### src/rtl/handshake_src4_if.sv
// Four-phase bundled-data channel between the clocked token source and the
// asynchronous circuit under prsim: req/data flow out, ack flows back.
interface handshake_src4_if #(
    parameter int WIDTH = 8
);
    logic             req;
    logic             ack;
    logic [WIDTH-1:0] data;

    modport master (output req, output data, input ack);
    modport slave  (input req, input data, output ack);
endinterface

### src/rtl/handshake_src4.sv
// Clocked four-phase bundled-data token source. Presents data, raises req one
// cycle later, waits for ack (synchronised), drops req, waits for ack to fall,
// then advances data and the token count. A stalled phase latches a sticky
// timeout flag and freezes the channel so the bench can report the stall.
// TIMEOUT must be at least 4 so the fastest legal ack round trip fits.
module handshake_src4 #(
    parameter int               WIDTH      = 8,
    parameter int               NUM_TOKENS = 16,
    parameter int               TIMEOUT    = 64,
    parameter logic [WIDTH-1:0] DATA_INIT  = '0
) (
    input  logic                 clk,
    input  logic                 reset,
    input  logic                 enable,
    handshake_src4_if.master     hs,
    output logic [15:0]          sent_count,
    output logic                 busy,
    output logic                 done,
    output logic                 timeout_err
);
    localparam logic [2:0] IDLE   = 3'd0;
    localparam logic [2:0] SETUP  = 3'd1;
    localparam logic [2:0] REQ_HI = 3'd2;
    localparam logic [2:0] REQ_LO = 3'd3;
    localparam logic [2:0] DONE   = 3'd4;
    localparam logic [2:0] ERR    = 3'd5;

    // The timer only has to count up to TIMEOUT-1: the edge that would make
    // it TIMEOUT is the edge that moves the FSM to ERR instead.
    localparam int              TW         = $clog2(TIMEOUT);
    localparam logic [TW-1:0]   TIMER_LAST = TW'(TIMEOUT - 1);
    localparam logic [15:0]     TOKEN_LIM  = 16'(NUM_TOKENS);

    logic [2:0]       state, state_n;
    logic             req_q, req_n;
    logic [WIDTH-1:0] data_q, data_n;
    logic [15:0]      count_n, count_inc;
    logic [TW-1:0]    timer, timer_n;
    logic             err_n;
    logic             ack_meta, ack_s;
    logic             timer_expired;

    assign hs.req  = req_q;
    assign hs.data = data_q;

    assign count_inc     = (sent_count == 16'hFFFF) ? sent_count : sent_count + 16'd1;
    assign timer_expired = (timer == TIMER_LAST);

    // Two-flop synchroniser: ack comes from an unclocked circuit.
    always_ff @(posedge clk or posedge reset) begin
        if (reset) begin
            ack_meta <= 1'b0;
            ack_s    <= 1'b0;
        end else begin
            // NOTE: non-blocking assignments make both flops sample the old
            // values, giving two real stages instead of one collapsed flop.
            ack_meta <= hs.ack;
            ack_s    <= ack_meta;
        end
    end

    // Next-state and next-output decode for the token FSM.
    always_comb begin
        // NOTE: every signal gets its hold value first so no path through the
        // case statement can leave one unassigned and infer a latch.
        state_n = state;
        req_n   = req_q;
        data_n  = data_q;
        count_n = sent_count;
        timer_n = timer;
        err_n   = timeout_err;
        case (state)
            IDLE: begin
                if (enable) state_n = SETUP;
            end
            SETUP: begin
                // data has been stable for this cycle; req rises on entry.
                state_n = REQ_HI;
                req_n   = 1'b1;
                timer_n = '0;
            end
            REQ_HI: begin
                // Timeout wins over an ack arriving on the same edge.
                if (timer_expired) begin
                    state_n = ERR;
                    err_n   = 1'b1;
                end else if (ack_s) begin
                    state_n = REQ_LO;
                    req_n   = 1'b0;
                    timer_n = '0;
                end else begin
                    timer_n = timer + 1'b1;
                end
            end
            REQ_LO: begin
                if (timer_expired) begin
                    state_n = ERR;
                    err_n   = 1'b1;
                end else if (!ack_s) begin
                    count_n = count_inc;
                    data_n  = data_q + WIDTH'(1);
                    if (NUM_TOKENS != 0 && count_inc == TOKEN_LIM) state_n = DONE;
                    else if (enable)                               state_n = SETUP;
                    else                                           state_n = IDLE;
                end else begin
                    timer_n = timer + 1'b1;
                end
            end
            DONE: begin
                state_n = DONE;
            end
            ERR: begin
                // req stays at whatever level the stall froze it at.
                state_n = ERR;
            end
            default: begin
                state_n = IDLE;
                req_n   = 1'b0;
            end
        endcase
    end

    // State and output registers; busy/done are decoded from the next state so
    // they change on the same edge as the state itself.
    always_ff @(posedge clk or posedge reset) begin
        if (reset) begin
            state       <= IDLE;
            req_q       <= 1'b0;
            data_q      <= DATA_INIT;
            sent_count  <= '0;
            timer       <= '0;
            timeout_err <= 1'b0;
            busy        <= 1'b0;
            done        <= 1'b0;
        end else begin
            state       <= state_n;
            req_q       <= req_n;
            data_q      <= data_n;
            sent_count  <= count_n;
            timer       <= timer_n;
            timeout_err <= err_n;
            busy        <= (state_n == SETUP) || (state_n == REQ_HI) || (state_n == REQ_LO);
            done        <= (state_n == DONE);
        end
    end
endmodule
### src/flat_wrapper.sv
// flat-port wrapper written by rule: the top's interface ports become plain ports
module handshake_src4_flat 
#(
    parameter int               WIDTH      = 8,
    parameter int               NUM_TOKENS = 16,
    parameter int               TIMEOUT    = 64,
    parameter logic [WIDTH-1:0] DATA_INIT  = '0
)
  (clk, reset, enable, sent_count, busy, done, timeout_err, hs_req, hs_data, hs_ack);
  handshake_src4_if #(.WIDTH(WIDTH)) hs_i ();
  input  logic clk;
  input  logic reset;
  input  logic enable;
  output logic [15:0] sent_count;
  output logic busy;
  output logic done;
  output logic timeout_err;
  output wire logic [$bits(hs_i.req)-1:0] hs_req;
  output wire logic [$bits(hs_i.data)-1:0] hs_data;
  input wire logic [$bits(hs_i.ack)-1:0] hs_ack;
  assign hs_req = hs_i.req;
  assign hs_data = hs_i.data;
  assign hs_i.ack = hs_ack;
  handshake_src4 #(.WIDTH(WIDTH), .NUM_TOKENS(NUM_TOKENS), .TIMEOUT(TIMEOUT), .DATA_INIT(DATA_INIT)) u_core (.clk(clk), .reset(reset), .enable(enable), .hs(hs_i), .sent_count(sent_count), .busy(busy), .done(done), .timeout_err(timeout_err));
endmodule
### config.mk
export PLATFORM = sky130hd
export DESIGN_NAME = handshake_src4_flat
export DESIGN_NICKNAME = d
export VERILOG_FILES = /design/src/rtl/handshake_src4_if.sv /design/src/rtl/handshake_src4.sv /design/src/flat_wrapper.sv
export SDC_FILE = /design/constraint.sdc
export NUM_CORES = 1
export LEC_CHECK = 0
export BUFFER_PORTS_ARGS = -buffer_cell sky130_fd_sc_hd__buf_2
export CORE_MARGIN = 2
export CORE_UTILIZATION = 48
export CTS_CLUSTER_SIZE = 28
export DETAILED_ROUTE_END_ITERATION = 7
export GPL_ROUTABILITY_DRIVEN = 0
export HOLD_SLACK_MARGIN = 0.02
export PLACE_DENSITY = 0.75
export SLEW_MARGIN = 0
export SYNTH_ARGS = -nofsm -noshare
export SYNTH_HDL_FRONTEND = slang
export SYNTH_SLANG_ARGS = --single-unit
### constraint.sdc
create_clock -name clk -period 3.8 [get_ports clk]
set_clock_uncertainty 0.15 [all_clocks]
set_input_delay 0.76 -clock clk [delete_from_list [all_inputs] [get_ports clk]]
set_output_delay 0.76 -clock clk [all_outputs]
set_load 0.01 [all_outputs]
* Word-level counts from Yosys, hierarchy flattened
Cells that the tools add are included.
** Storage, ports and cells
- Register bits :: 39
- Bits of input ports :: 4
- Output and inout port bits :: 28
** Cells by class
- Add/subtract/negate cells :: 3
- Equal/unequal tests :: 16
- Muxes and demuxes :: 17
- Bitwise logic cells :: 3
- Reduce and logical (&&, ||, !) cells :: 10
** Operators with widths (count)
- $mux 6 :: 4
- $mux 3 :: 6
- $pmux 3 s6 :: 1
- $pmux 6 s3 :: 1
- $add 16x1->16 const B :: 1
- $eq 16x16->1 const B :: 1
- $eq 16x5->1 const B :: 1
- $mux 16 :: 1
- $eq 3x2->1 const B :: 4
- $eq 3x3->1 const B :: 3
- $add 8x1->8 const B :: 1
- $add 6x1->6 const B :: 1
- $eq 3x1->1 const B :: 2
- $eq 6x6->1 const B :: 1
- $reduce_and 3->1 :: 2
- $ne 2x1->1 const B :: 2
- $ne 2x2->1 const B :: 2
- $reduce_and 4->1 :: 1
- $reduce_or 4->1 :: 1
- $logic_not 3->1 :: 1
- $mux 1 :: 3
- $not 1->1 :: 3
- $pmux 1 s3 :: 1
- $reduce_bool 3->1 :: 1
- 3 further kinds :: 4

* Logic depth before layout (Yosys ltp)
Gate-level depths: netlist (run 1).
- Depth in word-level cells :: 10
- Depth in mapped cells :: 9
- Mapped depth without buffers :: 8

* Least setup slack after synthesis (run 1)
Ideal clock, no wire load.
- Kind :: register to register
- From :: register u_core.sent_count[0]
- To :: register u_core.busy
- Library setup time :: 0.134 ns
- Data arrival time :: 1.873 ns
- Data required time :: 3.516 ns
- Setup slack :: 1.643 ns
- Cell stages (with the launch flop) :: 9
- Period minus slack after synthesis :: 2.157 ns
- Cell sequence :: dfrtp_1 -> ha_1 -> and3_1 -> buf_6 -> a21o_1 -> a21oi_2 -> o211ai_1 -> nor4b_2 -> a31oi_1
** Between the ends
- Word-level cells in the longest chain between the ends :: 10
- Elaborated cells between the ends (all ways) :: 13
- Those cells by class :: add/sub: 1; eq/ne: 5; mux: 5; reduce/logical: 2
** Ends and longest elaborated chain
- start: declaration :: line handshake_src4.sv:16 : output logic [15:0] sent_count,
- start signal: assignment :: line handshake_src4.sv:139 : sent_count <= count_n;
- $add 16x1->16 / $eq 16x16->1 (equally long branches) :: line handshake_src4.sv:46 : assign count_inc = (sent_count == 16'hFFFF) ? sent_count : sent_count + 16'd1;
- $mux 16 * :: line handshake_src4.sv:46
- $eq 16x5->1 * :: line handshake_src4.sv:102 : if (NUM_TOKENS != 0 && count_inc == TOKEN_LIM) state_n = DONE;
- $mux 3 * :: line handshake_src4.sv:102
- $mux 3 * :: line handshake_src4.sv:99 : end else if (!ack_s) begin
- $mux 3 * :: line handshake_src4.sv:96 : if (timer_expired) begin
- $pmux 3 s6 * :: line handshake_src4.sv:72 : case (state)
- $eq 3x1->1 / $eq 3x2->1 (equally long branches) :: line handshake_src4.sv:142 : busy <= (state_n == SETUP) || (state_n == REQ_HI) || (state_n == REQ_LO);
- $logic_or 1x1->1 :: line handshake_src4.sv:142
- $logic_or 1x1->1 * :: line handshake_src4.sv:142
- end signal: assignment :: line handshake_src4.sv:142
- end: declaration :: line handshake_src4.sv:17 : output logic busy,
Mark *: on every way between the ends. The rest lies on a longest branch, timed or not.
A chain may end at the register's enable or synchronous reset.

* Worst setup path after layout (run 1)
Same ends and word-level chain as after synthesis.

==> flow_summary.ini, run 1 <==
[timing]
final_hold_viol_count = 0
fmax_mhz = 408.9
max_slew.worst_pin.slew_ns = 0.4971
tns_ns = 0
layout_setup_ws_ns = 1.354
setup_violations = 0
slew_viol_final = 0
period_minus_slack_ns = 2.446
rsz0062_at_grt = false
post-route-period-util = 0.6436
slew_headroom = 0.6686

[floorplanning]
start_util = 0.4928
io_pins = 32
core-area_mm2 = 0.004324
die_y_um = 70.63
rows = 24
die-area_mm2 = 0.004988
die_w_um = 70.63

[yosys]
yosysTopAreaCell = dfrtp_1
syn-num-nets = 229
synth_edf_count = 0
yosysTopAreaCellShare = 0.4580
avgSynthCellArea_um2 = 9.598
ys_top_cells_by_area = dfrtp_1, nand2_1, xnor2_1
synth_cell_type_count = 48
synth_warnings = 0
ys_seq_elements = 39
synth_area_mm2 = 0.002131
ys.flop_type = dfrtp_1
synthArstFlopShare = 1.000
synth_cells = 222
synth_seq_area_share = 0.4580

[setup_path]
start_kind = register
cp_top_family = simple AND/OR/NAND/NOR gates
worst_ep_required_time_ns = 3.82
critPathMaxFanout = 7
crit_buf_inv = 0
crit_path_cell_trace = ha_1 -> nand3_1 -> nor3_1 -> mux2i_1 -> o211ai_1 -> nor4b_2 -> a31oi_1
cp_slowest_cell = dfrtp_1
critPathKind = register to register
crit_arrival_ns = 2.46
end_kind = register
cpPeakStageDelay_ns = 0.45

[power_and_ir_drop]
switching_share = 0.3631
power.total_mw = 1.391
combinationalPowerShare = 0.293
p_int_mw = 0.8859
clockPowerShare = 0.261
vdd_drop_max_mv = 0.2756
seq_power_share = 0.446
p_sw_mw = 0.5051
power_density_mw_per_mm2 = 573.7
p_leak_nw = 1.214

[clocking]
clock-sinks = 39
cts-hold-fix-buffers = 0
cts_resized = 0
clock-root-buffer = clkbuf_8
cts_tree = yes
h-tree-depth = 2
path_clk_slew_ns = 0.08
post_cts_buffers = 0
cts_inserted_buffers = 5
cts_buffer_depth = 2
clk_latency_ns = 0.30

[global_routing]
grt_max_degree = 40
track_usage = 0.1907
antenna_found_initial = 0
grt_pass1_vias = 1621
grt_pass1_wl_um = 7569
grt_overflow_total = 0

[drt]
antenna_left = 0
drc = 0
vias = 1752
via_per_inst = 5.707
dr.pass1.iters = 4
finalWirelength_um = 4396
drt-initial-drc-count = 170
drt-wirelength-per-cell_um = 14.32

[finish]
nets = 261
fin_cells = 307
drive_gt1_frac = 0.2157
area_growth_pct = 13.80
diodes = 0

[placed_design]
pre_cts_ws_ns = 1.384
dp.cells = 299
hpwl_um = 3085
port_buffers = 31

[job]
cap_violations = 0

[min_path]
hold_class = register to register

[run_status]
run_status = finished, final reports clean
## kinds of logic (layout without fill, tap and decap cells)
family | after synthesis | count (layout) | share of synthesized area
AND/OR/NAND/NOR | 103 | 103 | 0.2560
flip-flops | 39 | 39 | 0.4580
adder cells (fa/ha/maj) | 3 | 3 | 0.01762
AO/OA/AOI/OAI | 37 | 37 | 0.1098
multiplexers | 9 | 9 | 0.04756
buffers and inverters | 12 | 45 | 0.03288
XOR/XNOR | 19 | 19 | 0.07810
## registers in the layout, summed over array words and instances (netlist names)
signal,flops
u_core.ack_meta,1
u_core.ack_s,1
u_core.busy,1
u_core.done,1
u_core.hs.data,8
u_core.hs.req,1
u_core.sent_count,16
u_core.state,3
u_core.timeout_err,1
u_core.timer,6
## metrics by stage
stage                     cell area [um^2]    util  hold WS (ns)
after floorplan                       2131       -        0.1812
after global placement                2307  0.5336        0.1856
after detailed placement              2307  0.5336        0.2107
after CTS                             2425  0.5608        0.2277
after global routing                  2425  0.5608        0.2383
final                                 2425  0.5608        0.2250
## power groups by stage
stage / sequential (mW) / combinational, mW / clock [mW]
2_1_floorplan: 0.612 / 0.311 / 0
3_3_place_gp: 0.624 / 0.399 / 0
3_5_place_dp: 0.627 / 0.406 / 0
4_1_cts: 0.620 / 0.410 / 0.367
5_1_grt: 0.640 / 0.466 / 0.381
6_report: 0.621 / 0.408 / 0.362
## worst reg2reg max path: cells and delay by family, from the launching register on
family | cells | cell delay, ns
fa+ha+maj | 1 | 0.25
simple gates | 3 | 0.93
mux | 1 | 0.26
flops | 1 | 0.45
compound gates | 2 | 0.28
## final timing paths
kind	start	to	slack (ns)	cells past startpoint
max reg2reg	u_core.sent_count[0]	u_core.busy	1.35	7
max in group asynchronous	reset	u_core.sent_count[1]	2.74	3
min in group asynchronous	reset	u_core.timer[3]	0.42	3
min	u_core.ack_meta	u_core.ack_s	0.23	0
max	u_core.sent_count[0]	u_core.busy	1.35	7
min reg2reg	u_core.ack_meta	u_core.ack_s	0.23	0
## Yosys cell counts, drive strengths merged (3+ instances only)
cell type	n
mux2i	3
dfrtp	39
and3	8
or2	3
nand2	31
and2	3
nand3	12
buf	6
a21oi	10
nand2b	3
inv	5
ha	3
o21ai	14
and4	3
mux2	6
xnor2	12
nor2	18
nor3	5
nand4	10
xor2	7
## cells in the final DEF (no fill, tap or decap), types with 2 or more instances in the layout
cell type / Yosys / routed
a211o_1: 2 / 2
a21oi_1: 9 / 9
a31oi_1: 2 / 2
and2_1: 3 / 3
and3_1: 8 / 8
and4_1: 2 / 2
buf_2: 2 / 31
clkbuf_8: 0 / 6
dfrtp_1: 39 / 39
ha_1: 3 / 3
inv_1: 3 / 3
inv_2: 2 / 2
mux2_2: 4 / 4
mux2i_1: 3 / 3
nand2_1: 31 / 31
nand2b_1: 3 / 3
nand3_1: 12 / 12
nand4_1: 9 / 9
nor2_1: 18 / 18
nor3_1: 5 / 5
o21ai_0: 12 / 12
o21ai_1: 2 / 2
o31ai_1: 2 / 2
or2_2: 2 / 2
xnor2_1: 12 / 12
xor2_1: 7 / 7
## per-layer routing
metal	track usage	wire length, um	part of all wire
met1	0.2625	2101	0.48
met2	0.2925	2035	0.46
met5	0	0	0
met3	0.05413	205	0.047
met4	0.06499	53	0.012
## layout make-up
cell class / instances / area [um^2]
sequential: 39 / 975.9
clock inverter: 2 / 35.03
tap: 52 / 65.06
inverter: 5 / 18.77
fill: 405 / 1899
clock buffer: 6 / 82.58
multi-input combinational: 171 / 1085
timing repair buffer: 32 / 162.7
Note: power is estimated with default switching activity, not from simulation.
==> run 2, diff against run 1 <==
--- a/config.mk
+++ b/config.mk
@@ -5,6 +5,7 @@
 export SDC_FILE = /design/constraint.sdc
 export NUM_CORES = 1
 export LEC_CHECK = 0
+export ABC_AREA = 1
 export BUFFER_PORTS_ARGS = -buffer_cell sky130_fd_sc_hd__buf_2
 export CORE_MARGIN = 2
 export CORE_UTILIZATION = 48
@@ -12,7 +13,7 @@
 export DETAILED_ROUTE_END_ITERATION = 7
 export GPL_ROUTABILITY_DRIVEN = 0
 export HOLD_SLACK_MARGIN = 0.02
-export PLACE_DENSITY = 0.75
+export PLACE_DENSITY = 0.78
 export SLEW_MARGIN = 0
 export SYNTH_ARGS = -nofsm -noshare
 export SYNTH_HDL_FRONTEND = slang
==> constraint.sdc (replaced) <==
create_clock -name clk -period 2.2 [get_ports clk]
set_clock_uncertainty 0.15 [all_clocks]
set_input_delay 0.44 -clock clk [delete_from_list [all_inputs] [get_ports clk]]
set_output_delay 0.44 -clock clk [all_outputs]
set_load 0.01 [all_outputs]
==> run 2 against run 1 <==
Effect of this change: synthesized cell count grew 32%; largest power group is now combinational logic; sequential power grew 60%; cell count grew 28%; highest routed layer unchanged; via count grew 18%; largest cell class unchanged; core utilization grew 3.8 points.
==> flow_summary.ini, run 2 <==
[run_status]
run_status = finished, final reports clean

[finish]
area_growth_pct = 20.03
nets = 346
layout_commonest_cell = nand2_1
largest_register = u_core.sent_count
layout_common_cells = nand2_1, dfrtp_1, inv_1, nor2_1, buf_2
post-route-util = 0.5985
drive_gt1_frac = 0.2559
largest_reg_flops = 16
fin_area_mm2 = 0.002624
diodes = 0

[floorplanning]
rows = 24
start_util = 0.4986
core-area_mm2 = 0.004384
die_w_um = 71.48
die-area_mm2 = 0.005109
die_y_um = 71.48
io_pins = 32

[setup_path]
worst-r2r-setup-slack_ns = 0.16
end_kind = register
crit_arrival_ns = 2.09
ff2ff_path_depth = 12
start_kind = register
r2r-end = u_core.busy
critPathKind = register to register
crit_start = u_core.state[1]
critPathMaxFanout = 9
worst_ep_required_time_ns = 2.24
r2r-start = u_core.state[1]

[timing]
rsz0062_at_grt = true
fmax_mhz = 489.4
setup_violations = 0
post-route-period-util = 0.9287
max_slew.worst_pin.slew_ns = 0.4763
slew_viol_final = 0
tns_ns = 0
period_minus_slack_ns = 2.043
timing.hold.ws_ns = 0.09332
slew_headroom = 0.6824
final_hold_viol_count = 0

[power_and_ir_drop]
combinationalPowerShare = 0.412
clockPowerShare = 0.192
power.total_mw = 2.506
p_sw_mw = 1.027
p_leak_nw = 1.260
seq_power_share = 0.396
power_density_mw_per_mm2 = 955.1
vdd_drop_max_mv = 0.6242
p_int_mw = 1.479
switching_share = 0.4097

[placed_design]
hpwl_um = 3611
placed_cell_area_mm2 = 0.002459
port_buffers = 31

[yosys]
ys_top_cells_by_area = dfrtp_1, nand2_1, nor2_1
synth_edf_count = 0
syn-num-nets = 301
synth_warnings = 0
avgSynthCellArea_um2 = 7.435
yosysMostFrequentCell = nand2_1
yosysTopAreaCell = dfrtp_1
ys.flop_type = dfrtp_1
yosysTopAreaCellShare = 0.4465
yosys-top-cells-count = nand2_1, nor2_1, dfrtp_1
synthArstFlopShare = 1.000
synth_area_mm2 = 0.002186
synth_seq_area_share = 0.4465
synth_cells = 294
ys_seq_elements = 39
synth_cell_type_count = 25

[global_routing]
grt_max_degree = 40
grt_overflow_total = 0
antenna_found_initial = 0
grt_pass1_vias = 1890
track_usage = 0.2069
grt_pass1_wl_um = 8328

[drt]
antenna_left = 0
drc = 0
dr.pass1.iters = 4
vias = 2072
drt-wirelength-per-cell_um = 12.50
drt-initial-drc-count = 171
finalWirelength_um = 4901
via_per_inst = 5.286

[clocking]
cts_tree = yes
h-tree-depth = 2
cts-hold-fix-buffers = 0
cts_inserted_buffers = 5
clock-sinks = 39
path_clk_slew_ns = 0.08
clock-root-buffer = clkbuf_8
clk_latency_ns = 0.30
cts_buffer_depth = 2

[job]
cap_violations = 0

[min_path]
hold_class = primary input to async pin
## run 2: logic make-up (layout without fill, tap and decap cells)
group           Yosys count  after routing  share of synthesized area
simple gates            167            167                     0.3349
flops                    39             39                     0.4465
buf+inv                  39             85                    0.06869
compound gates           34             34                    0.08472
xor+xnor                 12             12                    0.04808
fa+ha+maj                 3              3                    0.01717
## run 2: worst max-delay path by stage
stage                             end  slack [ns]  depth (start not counted)
after detailed placement  u_core.busy        0.01                         13
after CTS                 u_core.busy        0.02                         13
after global routing      u_core.busy       -0.04                         13
final                     u_core.busy        0.16                         12
after floorplan           u_core.busy        0.16                         15
after global placement    u_core.busy        0.09                         15
## run 2: metrics by stage
stage | worst slack, ns | cells
after floorplan | 0.1617 | 294
after detailed placement | 0.01215 | 383
after global placement | 0.09439 | 383
after CTS | 0.01788 | 391
after global routing | -0.03894 | 392
final | 0.1568 | 392
## run 2: routing by layer
layer	global-route usage	wire (um)
met5	0	0
met2	0.3148	2240
met3	0.05626	291
met4	0.08176	84
met1	0.2822	2285
## run 2: repair_timing
| action | CTS | global route |
|---|---|---|
| setup buffers | 0 | 1 |
| resized for setup | 0 | 27 |
| hold endpoints to repair | 0 | 0 |
| endpoints found under the setup margin | 0 | 15 |
## run 2: worst max-delay path: stages (launching register included)
cell	delay, ns
dfrtp_1	0.42
inv_1	0.07
nor2_1	0.24
inv_2	0.08
nor2_1	0.16
inv_1	0.10
a21oi_2	0.17
nor3_2	0.07
buf_4	0.17
inv_2	0.09
nand3_1	0.11
inv_1	0.08
nor2_1	0.04
## run 2: area by class of cell
type                       count  area (um^2)
sequential                    39        983.4
fill                         391         1760
multi-input combinational    216         1125
clock buffer                   6        72.57
tap                           52        65.06
timing repair buffer          41        230.2
clock inverter                 2        12.51
inverter                      36        135.1
## run 2: power by group through the flow
stage | Sequential (mW) | Combinational (mW) | Clock, mW
after global routing | 1.01 | 1.17 | 0.530
after detailed placement | 1.00 | 0.972 | 0
after CTS | 0.987 | 0.977 | 0.496
after floorplan | 1.03 | 0.591 | 0
final | 0.992 | 1.03 | 0.482
after global placement | 0.995 | 0.942 | 0
==> run 3, diff against run 2 <==
--- a/config.mk
+++ b/config.mk
@@ -7,13 +7,16 @@
 export LEC_CHECK = 0
 export ABC_AREA = 1
 export BUFFER_PORTS_ARGS = -buffer_cell sky130_fd_sc_hd__buf_2
+export CELL_PAD_IN_SITES_DETAIL_PLACEMENT = 0
+export CELL_PAD_IN_SITES_GLOBAL_PLACEMENT = 1
 export CORE_MARGIN = 2
-export CORE_UTILIZATION = 48
+export CORE_UTILIZATION = 37
 export CTS_CLUSTER_SIZE = 28
 export DETAILED_ROUTE_END_ITERATION = 7
 export GPL_ROUTABILITY_DRIVEN = 0
 export HOLD_SLACK_MARGIN = 0.02
-export PLACE_DENSITY = 0.78
+export PLACE_DENSITY = 0.81
+export REMOVE_ABC_BUFFERS = 1
 export SLEW_MARGIN = 0
 export SYNTH_ARGS = -nofsm -noshare
 export SYNTH_HDL_FRONTEND = slang
==> run 3 against run 2 <==
Effect of this change: hold slack is essentially flat; cell area grew 8.7%; critical endpoint is now u_core.done; non-clock buffer count grew 12; largest power group unchanged; cell count grew 8.2%.
==> flow_summary.ini, run 3 (same netlist as run 2, synthesis figures left out) <==
[drt]
drc = 0
dr.pass1.iters = 4
finalWirelength_um = 5453
antenna_left = 0
via_per_inst = 4.969
drt-wirelength-per-cell_um = 12.86
vias = 2107
drt-initial-drc-count = 181

[clocking]
cts_tree = yes
cts_inserted_buffers = 5
h-tree-depth = 2
cts_buffer_depth = 2
clk_latency_ns = 0.30
clock-root-buffer = clkbuf_8
cts-hold-fix-buffers = 0
path_clk_slew_ns = 0.08
clock-sinks = 39

[floorplanning]
die-area_mm2 = 0.006538
io_pins = 32
core-area_mm2 = 0.005608
rows = 27
die_y_um = 80.86
start_util = 0.3898
die_w_um = 80.86

[power_and_ir_drop]
vdd_drop_max_mv = 0.5880
p_leak_nw = 1.389
power_density_mw_per_mm2 = 996.8
power.total_mw = 2.844

[timing]
tns_ns = 0
setup_violations = 0
slew_viol_final = 0
slew_headroom = 0.6668
layout_setup_ws_ns = 0.1885
final_hold_viol_count = 0
timing.hold.ws_ns = 0.09372
max_slew.worst_pin.slew_ns = 0.4999
period_minus_slack_ns = 2.011
fmax_mhz = 497.1
post-route-period-util = 0.9143

[min_path]
hold_class = primary input to register

[setup_path]
crit_arrival_ns = 2.10
start_kind = register
end_kind = register
critPathKind = register to register
critPathMaxFanout = 7
worst_ep_required_time_ns = 2.29

[global_routing]
grt_pass1_vias = 1848
grt_overflow_total = 0
grt_max_degree = 40
antenna_found_initial = 0
grt_pass1_wl_um = 8728
track_usage = 0.1761

[run_status]
run_status = finished, final reports clean

[finish]
layout_common_cells = nand2_1, dfrtp_1, inv_1, nor2_1, buf_2
area_growth_pct = 30.51
post-route-util = 0.5087
diodes = 0
largest_reg_flops = 16
drive_gt1_frac = 0.3068
largest_register = u_core.sent_count
layout_commonest_cell = nand2_1
nets = 358

[placed_design]
port_buffers = 31
hpwl_um = 3925
pre_cts_ws_ns = 0.02859

[job]
cap_violations = 0
-- run 3: cell count changes in the layout (fill, tap and decap cells not counted), moves of 2 or more --
cell / before / now
o21ai_1: 0 / 2
nand2_2: 2 / 5
buf_4: 10 / 19
nand3_2: 1 / 8
buf_6: 0 / 3
nand2_1: 77 / 74
nand3_1: 25 / 18
bufinv_16: 0 / 2
-- run 3: final timing paths --
path                       cells past startpoint  slack, ns                 start                   end
max                                           16       0.19  u_core.sent_count[0]           u_core.done
min reg2reg                                    0       0.21       u_core.ack_meta          u_core.ack_s
max reg2reg                                   16       0.19  u_core.sent_count[0]           u_core.done
max in group asynchronous                      3       1.42                 reset  u_core.sent_count[2]
min in group asynchronous                      3       0.11                 reset     u_core.hs.data[1]
min                                            1       0.09                hs_ack       u_core.ack_meta
-- run 3: repair_timing --
item | CTS | global route
endpoints found under the setup margin | 0 | 14
setup buffers | 0 | 6
resized for setup | 0 | 41
-- run 3: layout make-up --
| class | instances | area (um^2) |
|---|---|---|
| inverter | 36 | 135.1 |
| clock buffer | 6 | 72.57 |
| fill | 583 | 2755 |
| tap | 72 | 90.09 |
| timing repair buffer | 53 | 331.6 |
| sequential | 39 | 982.2 |
| clock inverter | 2 | 60.06 |
| multi-input combinational | 216 | 1181 |
-- run 3: metrics by stage --
step | std cells | instance area, um^2
floorplan | 291 | 2171
global placement | 410 | 2536
detailed placement | 410 | 2536
CTS | 418 | 2669
global route | 424 | 2853
finish | 424 | 2853
-- run 3: per-layer routing --
layer | vias up | part of all wire | routed length, um | GRT usage
met5 | - | 0 | 0 | 0
met4 | 0 | 0.019 | 104 | 0.06102
li1 | 1058 | - | - | -
met1 | 969 | 0.47 | 2546 | 0.2539
met2 | 71 | 0.46 | 2489 | 0.2612
met3 | 9 | 0.057 | 313 | 0.03778
-- run 3: worst max-delay path, stage by stage (launching register included) --
cell and delay [ns]:
dfrtp_1 0.43, ha_4 0.19, inv_2 0.06, nor2_4 0.05, nand2_4 0.09, inv_2 0.06
nand2_4 0.12, nand3_1 0.12, nor2_1 0.11, nand2_1 0.09, nor2_2 0.09, nand2_1 0.08
nand2_1 0.06, nand2_1 0.06, nand2_1 0.06, nand2_1 0.06, nor2_2 0.07
-- run 3: report_power, final --
part | switching (mW) | leakage [nW] | internal, mW
logic | 0.650 | 0.815 | 0.472
registers | 0.144 | 0.509 | 0.863
clock network | 0.261 | 0.0654 | 0.453
total | 1.06 | 1.39 | 1.79
